**config.mk**
```make
export PLATFORM = sky130hd
export DESIGN_NAME = c_fetch_realigner
export DESIGN_NICKNAME = d
export VERILOG_FILES = /design/src/rtl/c_align_pkg.sv /design/src/rtl/c_hw_fifo.sv /design/src/rtl/c_fetch_realigner.sv
export SDC_FILE = /design/constraint.sdc
export NUM_CORES = 1
export LEC_CHECK = 0
export ABC_AREA = 1
export CAP_MARGIN = 20
export CORE_ASPECT_RATIO = 0.75
export CORE_MARGIN = 3
export CORE_UTILIZATION = 50
export DETAILED_ROUTE_END_ITERATION = 10
export PLACE_DENSITY = 0.86
export SKIP_CTS_REPAIR_TIMING = 1
export SLEW_MARGIN = 20
export SYNTH_ARGS = -nofsm -noshare
export SYNTH_HDL_FRONTEND = slang
export SYNTH_HIERARCHICAL = 1
export SYNTH_SLANG_ARGS = --single-unit
```
**constraint.sdc**
```tcl
create_clock -name clk -period 5.4 [get_ports clk]
set_input_delay 1.08 -clock clk [delete_from_list [all_inputs] [get_ports clk]]
set_output_delay 1.08 -clock clk [all_outputs]
set_load 0.01 [all_outputs]
```
**src/rtl/c_align_pkg.sv**
```systemverilog
// Shared types and helpers for the RV32IC fetch realigner.
package c_align_pkg;

    typedef enum logic {
        RUN  = 1'b0,
        SKIP = 1'b1
    } align_state_t;

    localparam logic [31:0] NOP_INST = 32'h0000_0013;

    function automatic logic is_rvc(input logic [15:0] hw);
        return hw[1:0] != 2'b11;
    endfunction

endpackage

```
**src/rtl/c_hw_fifo.sv**
```systemverilog
// Circular halfword store: pushes and pops up to two halfwords per cycle, exposes the two head entries.
module c_hw_fifo #(
    parameter int DEPTH = 4
) (
    input  logic                       clk,
    input  logic                       reset_n,
    input  logic                       clear_n,
    input  logic [1:0]                 push_n,
    input  logic [15:0]                push_hw0,
    input  logic [15:0]                push_hw1,
    input  logic [1:0]                 pop_n,
    output logic [15:0]                h0,
    output logic [15:0]                h1,
    output logic [$clog2(DEPTH+1)-1:0] count
);

    localparam int PW = $clog2(DEPTH);
    localparam int CW = $clog2(DEPTH+1);

    logic [15:0]   mem [DEPTH];
    logic [PW-1:0] head;
    logic [PW-1:0] head_next;
    logic [PW-1:0] head_plus1;
    logic [PW-1:0] tail0;
    logic [PW-1:0] tail1;
    logic [CW-1:0] count_next;

    // Modulo works for any depth, not just powers of two.
    function automatic logic [PW-1:0] wrap(input int base, input int off);
        return PW'((base + off) % DEPTH);
    endfunction

    always_comb begin
        head_plus1 = wrap(int'(head), 1);
        head_next  = wrap(int'(head), int'(pop_n));
        tail0      = wrap(int'(head), int'(count));
        tail1      = wrap(int'(head), int'(count) + 1);
        count_next = count + CW'(push_n) - CW'(pop_n);
    end

    assign h0 = mem[head];
    assign h1 = mem[head_plus1];

    // Writes land past the live entries; the caller never pushes beyond DEPTH.
    always_ff @(posedge clk) begin
        if (push_n != 2'd0) begin
            mem[tail0] <= push_hw0;
        end
        if (push_n == 2'd2) begin
            mem[tail1] <= push_hw1;
        end
    end

    always_ff @(posedge clk) begin
        if (!reset_n || !clear_n) begin
            head  <= '0;
            count <= '0;
        end else begin
            head  <= head_next;
            count <= count_next;
        end
    end

endmodule

```
**src/rtl/c_fetch_realigner.sv**
```systemverilog
// Halfword realigner between the 32-bit fetch port and an RV32IC decoder, with per-instruction PC.
module c_fetch_realigner
    import c_align_pkg::*;
#(
    parameter int              BUF_HW   = 4,
    parameter int              PC_W     = 32,
    parameter logic [PC_W-1:0] RESET_PC = '0
) (
    input  logic            clk,
    input  logic            reset_n,
    input  logic            fetch_valid,
    input  logic [31:0]     fetch_data,
    output logic            fetch_ready,
    input  logic            flush,
    input  logic [PC_W-1:0] flush_pc,
    output logic            inst_valid,
    input  logic            inst_ready,
    output logic [31:0]     inst_out,
    output logic [PC_W-1:0] inst_pc,
    output logic            inst_is_c
);

    localparam int CW = $clog2(BUF_HW+1);

    align_state_t  state_q;
    align_state_t  state_d;
    logic [CW-1:0] count;
    logic [15:0]   h0;
    logic [15:0]   h1;
    logic          head_rvc;
    logic          push;
    logic          pop;
    logic [1:0]    push_n;
    logic [1:0]    pop_n;
    logic [15:0]   push_hw0;

    assign head_rvc = is_rvc(h0);
    assign push     = fetch_valid && fetch_ready;
    assign pop      = inst_valid && inst_ready;

    c_hw_fifo #(
        .DEPTH(BUF_HW)
    ) u_fifo (
        .clk     (clk),
        .reset_n (reset_n),
        .clear_n (!flush),
        .push_n  (push_n),
        .push_hw0(push_hw0),
        .push_hw1(fetch_data[31:16]),
        .pop_n   (pop_n),
        .h0      (h0),
        .h1      (h1),
        .count   (count)
    );

    always_ff @(posedge clk) begin
        if (!reset_n) begin
            state_q <= RUN;
        end else begin
            state_q <= state_d;
        end
    end

    // A flush to an odd halfword arms SKIP so the first word's lower half is discarded.
    always_comb begin
        state_d = state_q;
        if (flush) begin
            state_d = flush_pc[1] ? SKIP : RUN;
        end else if (state_q == SKIP && push) begin
            state_d = RUN;
        end
    end

    always_comb begin
        fetch_ready = 1'b0;
        push_n      = 2'd0;
        push_hw0    = fetch_data[15:0];
        if (state_q == SKIP) begin
            fetch_ready = !flush && (count <= CW'(BUF_HW-1));
            push_hw0    = fetch_data[31:16];
            if (push) begin
                push_n = 2'd1;
            end
        end else begin
            fetch_ready = !flush && (count <= CW'(BUF_HW-2));
            if (push) begin
                push_n = 2'd2;
            end
        end
    end

    // Length decode looks at the head halfword only; a 32-bit head needs both halves buffered.
    always_comb begin
        inst_valid = !flush && (count != '0) && (head_rvc || count >= CW'(2));
        inst_is_c  = inst_valid && head_rvc;
        inst_out   = NOP_INST;
        pop_n      = 2'd0;
        if (inst_valid) begin
            inst_out = head_rvc ? {16'h0000, h0} : {h1, h0};
        end
        if (pop) begin
            pop_n = head_rvc ? 2'd1 : 2'd2;
        end
    end

    always_ff @(posedge clk) begin
        if (!reset_n) begin
            inst_pc <= RESET_PC;
        end else if (flush) begin
            inst_pc <= {flush_pc[PC_W-1:1], 1'b0};
        end else if (pop) begin
            inst_pc <= inst_pc + (head_rvc ? PC_W'(2) : PC_W'(4));
        end
    end

endmodule

```
**Word level (Yosys, flattened, before mapping)**

Memories as Yosys holds them, arrays and structs flattened. A register that Yosys moved wholly into a read port is not among the register bits.
Index checks and enable logic that the tools add are counted.

- Bits in registers: 38
- Word-level logic and storage cells: 57
- Output and inout bits: 67
- RAM bits: 64
- Memories: 1

- Add/sub/neg operators: 8
- Bitwise gates (word level): 1
- Equality and inequality tests: 2
- Magnitude comparators: 3
- Multiplexer cells: 20
- Reduce and logical (&&, ||, !) cells: 17

Memory list:

| name | words | width | read ports | clocked after Yosys merged registers in | write ports | line | RTL |
|---|---|---|---|---|---|---|---|
| u_fifo.mem | 4 | 16 | 2 | 1 | 2 | c_hw_fifo.sv:20 | `logic [15:0] mem [DEPTH];` |

Operators with widths:

| kind | number |
|---|---|
| $mux 32 | 4 |
| $add 32x3->32 | 1 |
| $mux 16 | 1 |
| $mux 2 | 5 |
| $mux 1 | 9 |
| $logic_and 1x1->1 | 8 |
| $add 2x2->2 | 3 |
| $le 3x2->1 const B | 2 |
| $reduce_bool 2->1 | 3 |
| $add 2x1->2 const B | 2 |
| $add 3x2->3 | 1 |
| $ge 3x2->1 const B | 1 |
| $mux 3 | 1 |
| $reduce_bool 3->1 | 1 |
| $sub 3x2->3 | 1 |
| $eq 2x2->1 const B | 1 |
| $logic_not 1->1 | 2 |
| $logic_or 1x1->1 | 2 |
| $ne 2x2->1 const B | 1 |
| $reduce_or 2->1 | 1 |
| $not 1->1 | 1 |

**Longest topological paths before layout**

Gate-level depths: netlist of the first run.

- Depth in word-level cells: 9
- Depth in mapped cells: 20
- Gate-level depth less buffers: 17

**Modules after synthesis**

Netlist of the first run, hierarchy kept.

By module, submodules not included:

| module | seq. area each (µm²) | times used | cells an instance | area an instance (µm²) |
|---|---|---|---|---|
| c_hw_fifo | 2,021.9 | 1 | 524 | 4,136.5 |
| c_fetch_realigner | 640.6 | 1 | 543 | 2,967.8 |

**Worst setup path before layout of the first run**

Ideal clock, no wire load.

- Path kind: input to register
- From: input port flush
- To: memory u_fifo.mem[1][0], enable pin
- Data arrival time: 3,006 ps
- Path slack: 2,023 ps
- Stages: 12
- Data required time: 5,028 ps
- Buffers on the path: 3
- Cell sequence: buf_2 inv_1 buf_2 nand2_1 inv_1 nand2_1 nor2_1 nand2_1 nor2_2 nand3_2 buf_6 nand2_1

RTL lines:

| element | line | RTL |
|---|---|---|
| start: declaration | c_fetch_realigner.sv:14 | `input logic flush,` |
| end: declaration | c_hw_fifo.sv:20 |  |

==> out/results.tsv, run 1 <==
metric	value	unit
tightest_slew	1020	ps
ys_warn_count	6	
cap_violations	0	
clk_pin_slew_worst_paths	80	ps
critPathLaunchType	flip-flop	
grt.overflow.total	0	
yosys-top-cells-area	edfxtp_1 (27%), nand2_1 (17%), dfxtp_1 (10%), nor2_1 (8.7%), nand3_1 (5.2%)	
syn_area	7100	um2
post-route-period-util	0.910	
first_iter_violations	1191	
cts_buffer_depth	2	
synth-seq-cells	101	
power_density	234	nW/um2
wl_met2	8780	um
num_rows	37	
grt_pass1_wl	34900	um
synthCells	1067	
antenna_found_initial	1	
wl_met3	3650	um
cp.arrival	3840	ps
clock_skew	10.1	ps
ir_drop	0.000163	V
period_minus_slack	4920	ps
synth_area_leader_cell	edfxtp_1	
wl_met1	10300	um
synth_cell_types	40	
power.share.clock	0.350	
path_cells	inv_2 -> o21ai_0 -> o22ai_1 -> nand2_4 -> inv_4 -> nand2_2 -> nand3_4 -> or2_2 -> clkdlybuf4s50_1	
n_antenna_cell	0	
hold_path_class	reg -> reg	
fin_setup_tns	0	ps
numCtsBuffers	9	
slowest_stage	dfxtp_1	
insertion_delay	360	ps
post-dp-hpwl	16700	um
whs	498	ps
timing.critical_path.buf_inv	3	
drc_errors	0	
die_y	109	um
ys.flop_type	edfxtp_1	
final_cell_count_no_fill	1344	
p_sw	622	uW
finalHoldViolations	0	
comb_power_share	0.201	
final_common_cell	nand2_1	
syn2layout_area_growth	22.5	%
synth_edf_count	64	
cts_tree	yes	
syn_nets	1145	
relSlewSlack	0.318	
start_util	0.515	
switching_share	0.306	
path_max_fanout	33	
synth_top_area_share	0.271	
p_total	2040	uW
firstDrtPassIters	6	
track_usage	0.288	
layout_common_cells	nand2_1 (325), nor2_1 (164), clkdlybuf4s50_1 (133), inv_1 (88), nand3_1 (74)	
utilization	0.631	
ys_seq_area_frac	0.375	
cp_data_required_time	4320	ps
top_level_ports	136	
dieArea	15700	um2
ant_nets	0	
cts.sinks	101	
core	13800	um2
fmax	0.203	GHz
wl_per_cell	17.1	um
h-tree-depth	3	
cp-end-kind	primary output	
grt_pass1_vias	6388	
slew_viol_final	0	
wl	22900	um
run_status	completed	
die_x	144	um
grt_max_degree	45	
cpPeakStageDelay	940	ps
vias	7630	
nNetsFinal	1242	
rsz0062_at_grt	false	
place_inst	1328	
path_class	reg -> out	
drive_gt1_frac	0.0599	
cp_top_family	buffers and inverters	
synth.avg_cell_area	6.66	um2
power_frac_seq	0.449	
setup_viol	0	
top_layer_used	met5	
gp_congestion	0.928	
leakagePower	0.00360	uW
cell_internal_pwr	1410	uW
root_buffer	clkbuf_16	
synthArstFlopShare	0	
routed_via_density	5.68	
io_buffers	133	
## worst reg2reg max path, cell delays in order, from the launching register on
cell	delay (ps)
dfxtp_1	940
inv_2	520
o21ai_0	220
o22ai_1	210
nand2_4	170
inv_4	110
nand2_2	90
nand3_4	290
inv_2	190
nand2_4	160
nor2_1	270
inv_1	100
fa_1	470
fa_1	450
inv_1	60
nand2_1	50
a21oi_1	130
## registers in the layout, indices dropped and copies added (netlist names)
signal        cells
u_fifo/head       2
u_fifo/mem       64
u_fifo/count      3
inst_pc          31
state_q           1
## area by class of cell
class	instances	area, um2
clock buffers	9	225
clock inverters	7	97.6
fillers	1208	5090
inverters	97	369
multi-input cells	817	3760
flip-flops and latches	101	2660
well taps	175	219
repair buffers	138	1370
## layer usage
metal  GRT usage  up-vias
li1            -     3660
met1       0.456     3418
met2       0.367      519
met3       0.110       31
met4      0.0524        2
met5           0        -
## cell families (layout without fill, tap and decap cells)
group	Yosys count	after routing	synth area share
flops	101	101	0.375
xor+xnor	7	7	0.00863
compound gates	174	174	0.130
simple gates	626	626	0.372
buf+inv	149	251	0.0958
other cells	1	1	0.000528
fa+ha+maj	9	9	0.0180
## per-stage QoR
step           cell area (um2)  setup WS [ps]
2_1_floorplan             7100           2020
3_3_place_gp              8370           1080
3_5_place_dp              8380            994
4_1_cts                   8700            541
5_1_grt                   8700            278
6_report                  8700            485
## cell usage after synthesis, drive strengths merged (3+ instances only)
cell type	n
buf	34
nand3	78
nand4	8
dfxtp	37
inv	96
nor3	13
nor2	183
xor2	5
clkbuf	18
edfxtp	64
a31oi	3
nand3b	4
ha	7
or2	3
a21oi	48
o21ai	101
o22ai	16
nand2	336
o211ai	4
## worst paths after layout
| kind | startpoint | endpoint | slack [ps] | cells past startpoint |
|---|---|---|---|---|
| hold / removal | inst_pc[31] | inst_pc[31] | 500 | 2 |
| setup reg to reg | u_fifo/head[1] | u_fifo/count[2] | 890 | 16 |
| setup / recovery | u_fifo/head[1] | inst_out[4] | 480 | 9 |
| hold reg to reg | inst_pc[31] | inst_pc[31] | 500 | 2 |
## power by group through the flow
stage | logic (uW) | clock network (uW) | registers (uW)
5_1_grt | 451 | 740 | 918
3_5_place_dp | 397 | 0 | 929
3_3_place_gp | 388 | 0 | 928
2_1_floorplan | 232 | 0 | 921
4_1_cts | 400 | 712 | 912
6_report | 409 | 713 | 914
No activity file was read; power rests on OpenSTA's default activity.
==> run 2: changes to the inputs <==
--- a/config.mk
+++ b/config.mk
@@ -9,9 +9,9 @@
 export CAP_MARGIN = 20
 export CORE_ASPECT_RATIO = 0.75
 export CORE_MARGIN = 3
-export CORE_UTILIZATION = 50
+export CORE_UTILIZATION = 42
 export DETAILED_ROUTE_END_ITERATION = 10
-export PLACE_DENSITY = 0.86
+export PLACE_DENSITY = 0.76
 export SKIP_CTS_REPAIR_TIMING = 1
 export SLEW_MARGIN = 20
 export SYNTH_ARGS = -nofsm -noshare
==> constraint.sdc (replaced) <==
create_clock -name clk -period 5.4 [get_ports clk]
set_input_delay 1.08 -clock clk [delete_from_list [all_inputs] [get_ports clk]]
set_output_delay 1.08 -clock clk [all_outputs]
set_load 0.1 [all_outputs]
==> out/results.tsv, run 2 (same netlist as run 1, synthesis figures left out) <==
metric	value	unit	change
run_status	completed		unchanged
drive_gt1_frac	0.0897		was 0.0599
num_rows	40		was 37
worstHoldStart	inst_pc[31]		unchanged
top_level_ports	136		unchanged
reg2reg_from	u_fifo/head[1]		unchanged
cts_tree	yes		unchanged
core	16300	um2	was 13800 um2
cp-end-kind	primary output		unchanged
insertion_delay	350	ps	was 360 ps
wl	22900	um	about the same
die_y	119	um	was 109 um
rsz0062_at_grt	false		unchanged
timing.critical_path.buf_inv	3		unchanged
start_util	0.437		was 0.515
cp_top_family	simple AND/OR/NAND/NOR gates		was buffers and inverters
root_buffer	clkbuf_16		unchanged
cts_buffer_depth	2		unchanged
io_buffers	133		unchanged
antenna_found_initial	0		was 1
gp_congestion	0.951		was 0.928
min_delay_path_depth	2		unchanged
reg2reg_slack	990	ps	was 890 ps
routed_via_density	5.41		was 5.68
wl_per_cell	16.6	um	was 17.1 um
ir_drop	0.000137	V	was 0.000163 V
clk_pin_slew_worst_paths	80	ps	about the same
dieArea	18500	um2	was 15700 um2
critPathLaunchType	flip-flop		unchanged
power_density	237	nW/um2	was 234 nW/um2
switching_share	0.358		was 0.306
p_sw	769	uW	was 622 uW
whs	511	ps	was 498 ps
cpPeakStageDelay	920	ps	was 940 ps
grt_pass1_wl	35200	um	was 34900 um
cts.sinks	101		unchanged
post-dp-hpwl	17000	um	was 16700 um
grt_max_degree	67		was 45
h-tree-depth	3		unchanged
layout_common_cells	nand2_1 (325), nor2_1 (164), clkdlybuf4s50_1 (98), inv_1 (88), nand3_1 (74)		was nand2_1 (325), nor2_1 (164), clkdlybuf4s50_1 (133), inv_1 (88), nand3_1 (74)
path_class	reg -> out		unchanged
top_regs	u_fifo/mem (64), inst_pc (31), u_fifo/count (3)		unchanged
top_register	u_fifo/mem		unchanged
cap_violations	0		unchanged
n_antenna_cell	0		unchanged
path_max_fanout	33		unchanged
clock_skew	10.3	ps	was 10.1 ps
slew_viol_final	0		unchanged
power.share.clock	0.300		was 0.350
cp.arrival	3440	ps	was 3840 ps
relSlewSlack	0.342		was 0.318
grt.overflow.total	0		unchanged
period_minus_slack	4520	ps	was 4920 ps
ant_nets	0		unchanged
setup_viol	0		unchanged
drc_errors	0		unchanged
final_common_cell	nand2_1		unchanged
post-route-period-util	0.837		was 0.910
cp_data_required_time	4320	ps	about the same
fmax	0.221	GHz	was 0.203 GHz
comb_power_share	0.276		was 0.201
hold_path_class	reg -> reg		unchanged
die_x	156	um	was 144 um
firstDrtPassIters	6		unchanged
largest_reg_flops	64		unchanged
grt_pass1_vias	6304		was 6388
fin_setup_tns	0	ps	unchanged
numCtsBuffers	9		unchanged
track_usage	0.240		was 0.288
power_frac_seq	0.424		was 0.449
hold_end	inst_pc[31]		unchanged
path_cells	inv_2 -> o21ai_0 -> o22ai_1 -> nand2_4 -> inv_4 -> nand2_2 -> nand3_4 -> or2_2 -> buf_12		was inv_2 -> o21ai_0 -> o22ai_1 -> nand2_4 -> inv_4 -> nand2_2 -> nand3_4 -> or2_2 -> clkdlybuf4s50_1
tightest_slew	983	ps	was 1020 ps
syn2layout_area_growth	27.8	%	was 22.5%
nNetsFinal	1243		was 1242
slowest_stage	dfxtp_1		unchanged
vias	7464		was 7630
leakagePower	0.00376	uW	was 0.00360 uW
reg2regPathDepth	16		unchanged
finalHoldViolations	0		unchanged
first_iter_violations	1126		was 1191
cell_internal_pwr	1380	uW	was 1410 uW
reg2reg_to	u_fifo/count[2]		unchanged
## run 2: how the worst max path moves through the flow
stage	startpoint	endpoint	slack, ps	cells after the start
CTS	u_fifo/head[1]	inst_out[1]	930	9
detailed placement	u_fifo/head[1]	u_fifo/count[2]	1090	16
global route	u_fifo/head[1]	u_fifo/count[2]	730	16
floorplan	flush	inst_is_c	1270	6
global placement	u_fifo/head[1]	u_fifo/count[2]	1140	16
finish	u_fifo/head[1]	inst_out[1]	880	9
## run 2: area by class of cell
class                   count  area, um2
clock buffers              10        229
clock inverters             6       60.1
fillers                  1520       7190
inverters                  97        369
multi-input cells         817       3760
flip-flops and latches    101       2660
well taps                 210        263
repair buffers            139       1730
## run 2: worst reg2reg max path, cell delays in order, from the launching register on
cell     delay (ps)
dfxtp_1         920
inv_2           490
o21ai_0         210
o22ai_1         180
nand2_4         160
inv_4           110
nand2_2         100
nand3_4         290
inv_2           230
nand2_4         160
nor2_1          260
inv_1            90
fa_1            460
fa_1            450
inv_1            70
nand2_1          50
a21oi_1         130
## run 2: power by group through the flow
stage	registers [uW]	clock network (uW)	logic, uW
3_5_place_dp	929	0	586
3_3_place_gp	928	0	579
6_report	913	646	593
2_1_floorplan	1020	0	294
5_1_grt	918	684	636
4_1_cts	911	651	588
## run 2: per-layer routing
metal  share of wire  track usage  up-vias
li1                -            -     3654
met1            0.47        0.404     3324
met2            0.37        0.294      465
met3            0.15       0.0692       21
met4          0.0097       0.0454        0
met5               0            0        -
## run 2: stage by stage
step	utilization	setup WS, ps	instance area [um2]	power, uW	instances
2_1_floorplan	-	1270	7100	1320	1067
3_3_place_gp	0.540	1140	8780	1510	1363
3_5_place_dp	0.540	1090	8790	1520	1364
4_1_cts	0.558	934	9080	2150	1380
5_1_grt	0.558	726	9080	2240	1380
6_report	0.558	878	9080	2150	1380
